### src/rtl/overlay_rd_arbiter_if.sv
// overlay_rd_arbiter_if
// MIG-style read port: command strobe/burst, read-data FIFO and flush.
interface overlay_rd_arbiter_if #(
   parameter int ADDR_WIDTH = 26,
   parameter int BL_WIDTH   = 9
);

   logic                  cmd_en;
   logic [BL_WIDTH-1:0]   cmd_bl;
   logic [ADDR_WIDTH-1:0] cmd_byte_addr;
   logic                  cmd_full;
   logic                  cmd_empty;
   logic                  rd_en;
   logic [31:0]           rd_data;
   logic                  rd_empty;
   logic [BL_WIDTH-1:0]   rd_count;
   logic                  rd_reset;

   modport master (
      output cmd_en,
      output cmd_bl,
      output cmd_byte_addr,
      output rd_en,
      output rd_reset,
      input  cmd_full,
      input  cmd_empty,
      input  rd_data,
      input  rd_empty,
      input  rd_count
   );

   modport slave (
      input  cmd_en,
      input  cmd_bl,
      input  cmd_byte_addr,
      input  rd_en,
      input  rd_reset,
      output cmd_full,
      output cmd_empty,
      output rd_data,
      output rd_empty,
      output rd_count
   );

endinterface

### src/rtl/overlay_rd_arbiter.sv
// overlay_rd_arbiter
// Shares one MIG read port between two readers; in-order tags steer data.
module overlay_rd_arbiter #(
   parameter int ADDR_WIDTH = 26,
   parameter int BL_WIDTH   = 9,
   parameter int TAG_DEPTH  = 4
) (
   input  logic                clk,
   input  logic                resetb,
   overlay_rd_arbiter_if.slave  p0,
   overlay_rd_arbiter_if.slave  p1,
   overlay_rd_arbiter_if.master mig
);

   localparam int PW = $clog2(TAG_DEPTH);
   localparam int OW = PW + 1;
   localparam int LW = BL_WIDTH + 1;

   localparam logic [PW:0]   PTR_ONE = 1;
   localparam logic [LW-1:0] LEN_ONE = 1;

   typedef struct packed {
      logic          owner;
      logic [LW-1:0] len;
   } tag_t;

   // requester ports gathered into indexable form
   logic [1:0]            cmd_en;
   logic [1:0]            rd_en;
   logic [1:0]            rd_reset;
   logic [BL_WIDTH-1:0]   cmd_bl   [2];
   logic [ADDR_WIDTH-1:0] cmd_addr [2];

   assign cmd_en      = {p1.cmd_en, p0.cmd_en};
   assign rd_en       = {p1.rd_en, p0.rd_en};
   assign rd_reset    = {p1.rd_reset, p0.rd_reset};
   assign cmd_bl[0]   = p0.cmd_bl;
   assign cmd_bl[1]   = p1.cmd_bl;
   assign cmd_addr[0] = p0.cmd_byte_addr;
   assign cmd_addr[1] = p1.cmd_byte_addr;

   // pending slots
   logic [1:0]            slot_v;
   logic [BL_WIDTH-1:0]   slot_bl   [2];
   logic [ADDR_WIDTH-1:0] slot_addr [2];

   // grant
   logic [1:0] req;
   logic [1:0] gnt;
   logic       grant;
   logic       pick;
   logic       last_grant;
   tag_t       new_tag;

   // MIG command register
   logic                  mcmd_en;
   logic [BL_WIDTH-1:0]   mcmd_bl;
   logic [ADDR_WIDTH-1:0] mcmd_addr;

   // tag FIFO
   tag_t        tags [TAG_DEPTH];
   logic [PW:0] wr_ptr;
   logic [PW:0] rd_ptr;
   logic        tag_empty;
   logic        tag_full;
   tag_t        head;

   // steering
   logic                live;
   logic                disc_h;
   logic                serve;
   logic                deliver;
   logic                drop;
   logic                own_en;
   logic                pop;
   logic                tag_pop;
   logic [LW-1:0]       mig_cnt_w;
   logic [BL_WIDTH-1:0] cnt;

   // outstanding bookkeeping
   logic [OW-1:0] out_q  [2];
   logic [OW-1:0] out_nx [2];
   logic [1:0]    discard;
   logic [1:0]    disc_nx;
   logic [1:0]    dec;

   logic unused;
   assign unused = mig.cmd_empty;

   assign tag_empty = (wr_ptr == rd_ptr);
   assign tag_full  = (wr_ptr[PW] != rd_ptr[PW]) &&
                      (wr_ptr[PW-1:0] == rd_ptr[PW-1:0]);
   assign head      = tags[rd_ptr[PW-1:0]];

   // round-robin pick among slots not being flushed this cycle
   always_comb begin
      req   = slot_v & ~rd_reset;
      grant = 1'b0;
      pick  = 1'b0;
      if (!mig.cmd_full && !tag_full) begin
         case (req)
            2'b01: begin
               grant = 1'b1;
               pick  = 1'b0;
            end
            2'b10: begin
               grant = 1'b1;
               pick  = 1'b1;
            end
            2'b11: begin
               grant = 1'b1;
               pick  = ~last_grant;
            end
            default: begin
               grant = 1'b0;
               pick  = 1'b0;
            end
         endcase
      end
      gnt = 2'b00;
      if (grant) begin
         gnt[pick] = 1'b1;
      end
      new_tag.owner = pick;
      new_tag.len   = LW'(slot_bl[pick]) + LEN_ONE;
   end

   // pending slot load/clear; a strobe into an occupied slot is dropped
   always_ff @(posedge clk or negedge resetb) begin
      if (!resetb) begin
         slot_v <= 2'b00;
         for (int n = 0; n < 2; n++) begin
            slot_bl[n]   <= '0;
            slot_addr[n] <= '0;
         end
      end else begin
         for (int n = 0; n < 2; n++) begin
            if (rd_reset[n] || gnt[n]) begin
               slot_v[n] <= 1'b0;
            end else if (cmd_en[n] && !slot_v[n]) begin
               slot_v[n]    <= 1'b1;
               slot_bl[n]   <= cmd_bl[n];
               slot_addr[n] <= cmd_addr[n];
            end
         end
      end
   end

   // registered MIG command and round-robin memory
   always_ff @(posedge clk or negedge resetb) begin
      if (!resetb) begin
         mcmd_en    <= 1'b0;
         mcmd_bl    <= '0;
         mcmd_addr  <= '0;
         last_grant <= 1'b1;
      end else begin
         mcmd_en <= grant;
         if (grant) begin
            mcmd_bl    <= slot_bl[pick];
            mcmd_addr  <= slot_addr[pick];
            last_grant <= pick;
         end
      end
   end

   // head tag decides who may see MIG data; discarded owners drain silently
   always_comb begin
      live      = !tag_empty;
      disc_h    = head.owner ? discard[1] : discard[0];
      own_en    = head.owner ? rd_en[1] : rd_en[0];
      serve     = live && !disc_h;
      deliver   = serve && !mig.rd_empty;
      drop      = live && disc_h && !mig.rd_empty;
      pop       = drop || (deliver && own_en);
      tag_pop   = pop && (head.len == LEN_ONE);
      mig_cnt_w = {1'b0, mig.rd_count};
      if (mig_cnt_w < head.len) begin
         cnt = mig.rd_count;
      end else begin
         cnt = head.len[BL_WIDTH-1:0];
      end
      dec = 2'b00;
      if (tag_pop) begin
         dec[head.owner] = 1'b1;
      end
   end

   // tag FIFO: push on grant, count down head, retire on last word
   always_ff @(posedge clk or negedge resetb) begin
      if (!resetb) begin
         wr_ptr <= '0;
         rd_ptr <= '0;
         for (int i = 0; i < TAG_DEPTH; i++) begin
            tags[i] <= '0;
         end
      end else begin
         if (grant) begin
            tags[wr_ptr[PW-1:0]] <= new_tag;
            wr_ptr <= wr_ptr + PTR_ONE;
         end
         if (tag_pop) begin
            rd_ptr <= rd_ptr + PTR_ONE;
         end else if (pop) begin
            tags[rd_ptr[PW-1:0]].len <= head.len - LEN_ONE;
         end
      end
   end

   // next outstanding count and discard state per requester
   always_comb begin
      for (int n = 0; n < 2; n++) begin
         out_nx[n]  = out_q[n] + OW'(gnt[n]) - OW'(dec[n]);
         disc_nx[n] = (discard[n] | rd_reset[n]) && (out_nx[n] != '0);
      end
   end

   // outstanding counters and discard flags
   always_ff @(posedge clk or negedge resetb) begin
      if (!resetb) begin
         out_q[0] <= '0;
         out_q[1] <= '0;
         discard  <= 2'b00;
      end else begin
         out_q[0] <= out_nx[0];
         out_q[1] <= out_nx[1];
         discard  <= disc_nx;
      end
   end

   assign mig.cmd_en        = mcmd_en;
   assign mig.cmd_bl        = mcmd_bl;
   assign mig.cmd_byte_addr = mcmd_addr;
   assign mig.rd_en         = pop;
   assign mig.rd_reset      = 1'b0;

   assign p0.cmd_full  = slot_v[0];
   assign p1.cmd_full  = slot_v[1];
   assign p0.cmd_empty = !slot_v[0] && (out_q[0] == '0);
   assign p1.cmd_empty = !slot_v[1] && (out_q[1] == '0);

   assign p0.rd_data  = mig.rd_data;
   assign p1.rd_data  = mig.rd_data;
   assign p0.rd_empty = !(deliver && !head.owner);
   assign p1.rd_empty = !(deliver && head.owner);
   assign p0.rd_count = (serve && !head.owner) ? cnt : '0;
   assign p1.rd_count = (serve && head.owner) ? cnt : '0;

endmodule

### src/flat_wrapper.sv
// flat-port wrapper written by rule: the top's interface ports become plain ports
module overlay_rd_arbiter_flat 
#(
   parameter int ADDR_WIDTH = 26,
   parameter int BL_WIDTH   = 9,
   parameter int TAG_DEPTH  = 4
)
  (clk, resetb, p0_cmd_en, p0_cmd_bl, p0_cmd_byte_addr, p0_rd_en, p0_rd_reset, p0_cmd_full, p0_cmd_empty, p0_rd_data, p0_rd_empty, p0_rd_count, p1_cmd_en, p1_cmd_bl, p1_cmd_byte_addr, p1_rd_en, p1_rd_reset, p1_cmd_full, p1_cmd_empty, p1_rd_data, p1_rd_empty, p1_rd_count, mig_cmd_en, mig_cmd_bl, mig_cmd_byte_addr, mig_rd_en, mig_rd_reset, mig_cmd_full, mig_cmd_empty, mig_rd_data, mig_rd_empty, mig_rd_count);
  overlay_rd_arbiter_if #(.ADDR_WIDTH(ADDR_WIDTH), .BL_WIDTH(BL_WIDTH)) p0_i ();
  overlay_rd_arbiter_if #(.ADDR_WIDTH(ADDR_WIDTH), .BL_WIDTH(BL_WIDTH)) p1_i ();
  overlay_rd_arbiter_if #(.ADDR_WIDTH(ADDR_WIDTH), .BL_WIDTH(BL_WIDTH)) mig_i ();
  input  logic clk;
  input  logic resetb;
  input wire logic [$bits(p0_i.cmd_en)-1:0] p0_cmd_en;
  input wire logic [$bits(p0_i.cmd_bl)-1:0] p0_cmd_bl;
  input wire logic [$bits(p0_i.cmd_byte_addr)-1:0] p0_cmd_byte_addr;
  input wire logic [$bits(p0_i.rd_en)-1:0] p0_rd_en;
  input wire logic [$bits(p0_i.rd_reset)-1:0] p0_rd_reset;
  output wire logic [$bits(p0_i.cmd_full)-1:0] p0_cmd_full;
  output wire logic [$bits(p0_i.cmd_empty)-1:0] p0_cmd_empty;
  output wire logic [$bits(p0_i.rd_data)-1:0] p0_rd_data;
  output wire logic [$bits(p0_i.rd_empty)-1:0] p0_rd_empty;
  output wire logic [$bits(p0_i.rd_count)-1:0] p0_rd_count;
  input wire logic [$bits(p1_i.cmd_en)-1:0] p1_cmd_en;
  input wire logic [$bits(p1_i.cmd_bl)-1:0] p1_cmd_bl;
  input wire logic [$bits(p1_i.cmd_byte_addr)-1:0] p1_cmd_byte_addr;
  input wire logic [$bits(p1_i.rd_en)-1:0] p1_rd_en;
  input wire logic [$bits(p1_i.rd_reset)-1:0] p1_rd_reset;
  output wire logic [$bits(p1_i.cmd_full)-1:0] p1_cmd_full;
  output wire logic [$bits(p1_i.cmd_empty)-1:0] p1_cmd_empty;
  output wire logic [$bits(p1_i.rd_data)-1:0] p1_rd_data;
  output wire logic [$bits(p1_i.rd_empty)-1:0] p1_rd_empty;
  output wire logic [$bits(p1_i.rd_count)-1:0] p1_rd_count;
  output wire logic [$bits(mig_i.cmd_en)-1:0] mig_cmd_en;
  output wire logic [$bits(mig_i.cmd_bl)-1:0] mig_cmd_bl;
  output wire logic [$bits(mig_i.cmd_byte_addr)-1:0] mig_cmd_byte_addr;
  output wire logic [$bits(mig_i.rd_en)-1:0] mig_rd_en;
  output wire logic [$bits(mig_i.rd_reset)-1:0] mig_rd_reset;
  input wire logic [$bits(mig_i.cmd_full)-1:0] mig_cmd_full;
  input wire logic [$bits(mig_i.cmd_empty)-1:0] mig_cmd_empty;
  input wire logic [$bits(mig_i.rd_data)-1:0] mig_rd_data;
  input wire logic [$bits(mig_i.rd_empty)-1:0] mig_rd_empty;
  input wire logic [$bits(mig_i.rd_count)-1:0] mig_rd_count;
  assign p0_i.cmd_en = p0_cmd_en;
  assign p0_i.cmd_bl = p0_cmd_bl;
  assign p0_i.cmd_byte_addr = p0_cmd_byte_addr;
  assign p0_i.rd_en = p0_rd_en;
  assign p0_i.rd_reset = p0_rd_reset;
  assign p0_cmd_full = p0_i.cmd_full;
  assign p0_cmd_empty = p0_i.cmd_empty;
  assign p0_rd_data = p0_i.rd_data;
  assign p0_rd_empty = p0_i.rd_empty;
  assign p0_rd_count = p0_i.rd_count;
  assign p1_i.cmd_en = p1_cmd_en;
  assign p1_i.cmd_bl = p1_cmd_bl;
  assign p1_i.cmd_byte_addr = p1_cmd_byte_addr;
  assign p1_i.rd_en = p1_rd_en;
  assign p1_i.rd_reset = p1_rd_reset;
  assign p1_cmd_full = p1_i.cmd_full;
  assign p1_cmd_empty = p1_i.cmd_empty;
  assign p1_rd_data = p1_i.rd_data;
  assign p1_rd_empty = p1_i.rd_empty;
  assign p1_rd_count = p1_i.rd_count;
  assign mig_cmd_en = mig_i.cmd_en;
  assign mig_cmd_bl = mig_i.cmd_bl;
  assign mig_cmd_byte_addr = mig_i.cmd_byte_addr;
  assign mig_rd_en = mig_i.rd_en;
  assign mig_rd_reset = mig_i.rd_reset;
  assign mig_i.cmd_full = mig_cmd_full;
  assign mig_i.cmd_empty = mig_cmd_empty;
  assign mig_i.rd_data = mig_rd_data;
  assign mig_i.rd_empty = mig_rd_empty;
  assign mig_i.rd_count = mig_rd_count;
  overlay_rd_arbiter #(.ADDR_WIDTH(ADDR_WIDTH), .BL_WIDTH(BL_WIDTH), .TAG_DEPTH(TAG_DEPTH)) u_core (.clk(clk), .resetb(resetb), .p0(p0_i), .p1(p1_i), .mig(mig_i));
endmodule
### config.mk
export PLATFORM = sky130hd
export DESIGN_NAME = overlay_rd_arbiter_flat
export DESIGN_NICKNAME = d
export VERILOG_FILES = /design/src/rtl/overlay_rd_arbiter_if.sv /design/src/rtl/overlay_rd_arbiter.sv /design/src/flat_wrapper.sv
export SDC_FILE = /design/constraint.sdc
export NUM_CORES = 1
export LEC_CHECK = 0
export ABC_AREA = 0
export ABC_CLOCK_PERIOD_IN_PS = 9990
export BUFFER_PORTS_ARGS = -buffer_cell sky130_fd_sc_hd__buf_4
export CAP_MARGIN = 15
export CORE_UTILIZATION = 45
export DETAILED_ROUTE_END_ITERATION = 7
export PLACE_DENSITY = 0.74
export SLEW_MARGIN = 5
export SYNTH_ARGS = -nofsm -noshare
export SYNTH_HDL_FRONTEND = slang
export SYNTH_SLANG_ARGS = --single-unit
### constraint.sdc
create_clock -name clk -period 9.99 [get_ports clk]
set_input_delay 2.4975 -clock clk [delete_from_list [all_inputs] [get_ports clk]]
set_output_delay 2.4975 -clock clk [all_outputs]
set_load 0.1 [all_outputs]
==> flow_summary.ini <==
[status]
run_status = finished, final reports clean

[route]
drc_marker_count_from_the_first_detailed_route_iteration = 197
postRouteAntennaNets = 0
post-route-drc-count = 0
routed_wire_length_per_instance_um = 16.88
firstDrtPassIters = 4
detailroute.via_count = 5637
totalWireLength_mm = 18.62
routed_via_density = 5.111

[sta]
post_route_minimum_period_ns = 7.125
relSlewSlack_pct = 31.60
summed_negative_setup_slack_over_all_endpoints_ns = 0
clock_skew_ns = 0.01153
rsz0062_at_grt = no
finalSetupViolations = 0
fmax_mhz = 140.4
worst-slew-pin-transition_ns = 1.026
finalHoldViolCount = 0
final_min_period_over_clock_period_pct = 71.32
finalMaxSlewViolations = 0

[synth]
asyncSetResetFlopFracSynth_pct = 100.0
synth_warnings = 0
ys_seq_elements = 167
dominantRegCellSynth = sky130_fd_sc_hd__dfrtp_1
postSynthNetCount = 901
yosys.area.top_type = sky130_fd_sc_hd__dfrtp_1
yosysSeqAreaShare_pct = 47.06
count_of_flip_flops_with_a_built_in_enable_after_synthesis = 0
post-synth-top-area-fraction_pct = 46.77
synthesis.area_mm2 = 0.008882
post_synth_num_cell_types = 48
netlist_instances = 755
post_synth_main_area_contributors = sky130_fd_sc_hd__dfrtp_1, sky130_fd_sc_hd__mux2i_1, sky130_fd_sc_hd__mux2_2
synthesis.area_per_instance_um2 = 11.76

[worst_setup_path]
critPathKind = input pin to output port
timing.rr.end = u_core.discard[0]$_DFF_PN0_
critPathMaxFanout = 9
required_ns = 7.49
worstSetupStartpointType = input pin
worst_r2r_startpoint = u_core.rd_ptr[0]$_DFFE_PN0N_
timing.critical_path.to_type = output port
ff2ff_setup_slack_ns = 5.74
cell_depth_of_the_worst_flop_to_flop_path = 13
crit_arrival_ns = 4.63

[power_and_ir_drop]
power.ir.vdd_worst_v = 0.0001949
internal_power_mw = 1.878
clock_power_share_pct = 18.9
power_switching_share_pct = 47.15
power.net_switching_mw = 1.676
power_density_mw_per_mm2 = 343.8
share_seq_of_total_power_pct = 30.3
p_leak_nw = 5.138
share_comb_of_total_power_pct = 50.9
totalPowerFinal_mw = 3.554

[clock_tree]
cts-resized-gates = 0
hold_buf_cts = 0
clock_tree.htree_level_count = 4
cts.clk_slew.worst_paths_ns = 0.06
post-cts-setup-buffer-count = 0
tritoncts.num_buffers = 17
cts_sinks = 167
tritoncts = built
cts-root-buf = sky130_fd_sc_hd__clkbuf_16
clock_path_buffers = 2
insertion_delay_ns = 0.42

[floorplan]
die_height_um = 142.5
fp.dieArea_mm2 = 0.02030
die-width_um = 142.5
io_pins = 248
core-area_mm2 = 0.01940
rows = 51
start_util_pct = 45.79

[cells_and_area]
most_used_cells_in_the_layout_excluding_fill_and_tap_cells = sky130_fd_sc_hd__dfrtp_1, sky130_fd_sc_hd__buf_4, sky130_fd_sc_hd__mux2i_1, sky130_fd_sc_hd__mux2_2, sky130_fd_sc_hd__nand2_1
final_stage_net_count = 972
antenna-diode-count = 0
layout_commonest_cell = sky130_fd_sc_hd__dfrtp_1
fillerInstances = 1722
area_growth_pct = 16.38
drive_above_1_share_pct = 33.17

[min_path]
hold-path-endpoint = u_core.last_grant$_DFFE_PN1N_
hold-path-cell-count = 2
hp-start = u_core.last_grant$_DFFE_PN1N_
hold_path.class = flip-flop to flip-flop

[flow_run]
max-cap-violations = 0

[grt]
global_route.usage.total_pct = 19.59
grt.met1_usage_pct = 24.57
groute.layer.met2.usage_pct = 31.14
first_global_vias = 5830
grt_use_met3_pct = 8.042
busiest_layer = met2
gr-total-overflow = 0
grt_pass1_wl_mm = 30.58
antenna_violations_before_repair = 0
grt_max_degree = 86

[placed_design]
count_of_input_and_output_buffers = 149
gp_congestion = 0.7366
dp_hpwl_mm = 12.91
-- routing by layer --
metal  routed length (µm)  vias up  share of wire (%)
met5                    0        -                  0
met4                  174        0               0.93
met3                 1560       27                8.4
met2                 8628      133                 46
met1                 8259     2777                 44
li1                     -     2700                  -
-- kinds of logic (layout without fill, tap and decap cells) --
logic type,count (synthesis),count (layout),synth area share (%)
other,1,1,0.04222
flip-flops,167,167,47.06
multiplexers,215,215,26.72
AO/OA/AOI/OAI,57,57,3.719
XOR/XNOR,34,34,3.353
buffers and inverters,129,212,8.508
adder cells (fa/ha/maj),24,24,3.550
AND/OR/NAND/NOR,128,128,7.043
-- power by group through the flow --
| stage | registers, mW | clock network [mW] | logic [mW] |
|---|---|---|---|
| floorplan | 1.53 | 0 | 1.08 |
| global placement | 1.08 | 0 | 1.79 |
| detailed placement | 1.08 | 0 | 1.82 |
| CTS | 1.08 | 0.684 | 1.82 |
| global route | 1.11 | 0.714 | 1.94 |
| finish | 1.08 | 0.671 | 1.81 |
-- Yosys cell counts, types with 2 or more instances --
| library cell | number |
|---|---|
| sky130_fd_sc_hd__o32a_1 | 2 |
| sky130_fd_sc_hd__xor2_1 | 13 |
| sky130_fd_sc_hd__buf_1 | 4 |
| sky130_fd_sc_hd__clkbuf_1 | 23 |
| sky130_fd_sc_hd__ha_1 | 22 |
| sky130_fd_sc_hd__buf_6 | 2 |
| sky130_fd_sc_hd__a22o_1 | 2 |
| sky130_fd_sc_hd__nor3_1 | 7 |
| sky130_fd_sc_hd__or4_4 | 2 |
| sky130_fd_sc_hd__nor2_1 | 23 |
| sky130_fd_sc_hd__xnor2_1 | 21 |
| sky130_fd_sc_hd__mux2i_1 | 134 |
| sky130_fd_sc_hd__or3_1 | 6 |
| sky130_fd_sc_hd__nor3b_1 | 5 |
| sky130_fd_sc_hd__nor4_1 | 2 |
| sky130_fd_sc_hd__inv_1 | 24 |
| sky130_fd_sc_hd__and2_1 | 3 |
| sky130_fd_sc_hd__nand2_1 | 53 |
| sky130_fd_sc_hd__and3_1 | 2 |
| sky130_fd_sc_hd__o21ai_0 | 42 |
| sky130_fd_sc_hd__dfrtp_1 | 166 |
| sky130_fd_sc_hd__a21oi_1 | 3 |
| sky130_fd_sc_hd__mux4_2 | 9 |
| sky130_fd_sc_hd__buf_2 | 10 |
| sky130_fd_sc_hd__mux2_2 | 70 |
| sky130_fd_sc_hd__nand4_1 | 3 |
| sky130_fd_sc_hd__nand3_1 | 7 |
| sky130_fd_sc_hd__buf_4 | 65 |
| sky130_fd_sc_hd__fa_1 | 2 |
| sky130_fd_sc_hd__or4_1 | 3 |
| sky130_fd_sc_hd__nand2b_1 | 3 |
| sky130_fd_sc_hd__or2_2 | 2 |
| sky130_fd_sc_hd__o2bb2ai_1 | 2 |
| sky130_fd_sc_hd__and4_1 | 4 |
-- flip-flops by register name, summed over array words and instances, names as in the netlist, 3 cells and up, named ones only --
register,count
u_core.rd_ptr,3
u_core.tags,40
u_core.wr_ptr,3
u_core.slot_bl,18
u_core.slot_addr,52
u_core.mig.cmd_bl,9
u_core.out_q,6
u_core.mig.cmd_byte_addr,26
-- worst max-delay path, stage by stage --
cell	delay, ns
sky130_fd_sc_hd__buf_4	0.12
sky130_fd_sc_hd__ha_1	0.20
sky130_fd_sc_hd__or4_1	0.52
sky130_fd_sc_hd__a21oi_1	0.13
sky130_fd_sc_hd__a311o_1	0.53
sky130_fd_sc_hd__mux2i_1	0.32
sky130_fd_sc_hd__nor2_1	0.07
sky130_fd_sc_hd__buf_4	0.24
-- final cells by class --
type,count,area (µm²),area share (%)
Clock inverter,14,172.7,1.670
Sequential cell,167,4180,40.44
Multi-Input combinational cell,459,3959,38.30
Timing Repair Buffer,156,1175,11.37
Inverter,25,93.84,0.9078
Tap cell,265,331.6,3.207
Clock buffer,17,425.4,4.115
-- through the flow --
stage | setup slack (ns) | area [µm²] | util, % | std cells | hold WS, ns
floorplan | 2.409 | 8882 | - | 755 | 0.4362
global placement | 2.883 | 9739 | 50.21 | 1072 | 0.4439
detailed placement | 2.869 | 9739 | 50.21 | 1072 | 0.4452
CTS | 2.859 | 10340 | 53.29 | 1103 | 0.4556
global route | 2.656 | 10340 | 53.29 | 1103 | 0.4852
finish | 2.865 | 10340 | 53.29 | 1103 | 0.4551
-- worst max-delay path by stage --
stage | from | endpoint | slack [ns] | cells after the start
after floorplan | mig_rd_count[6] | p1_rd_count[0] | 2.41 | 7
after global placement | mig_rd_count[6] | p1_rd_count[2] | 2.88 | 8
after detailed placement | mig_rd_count[6] | p1_rd_count[6] | 2.87 | 8
after CTS | mig_rd_count[6] | p1_rd_count[6] | 2.86 | 8
after global routing | mig_rd_count[6] | p1_rd_count[6] | 2.66 | 8
final | mig_rd_count[6] | p1_rd_count[6] | 2.87 | 8
No activity file was read; power rests on OpenSTA's default activity.
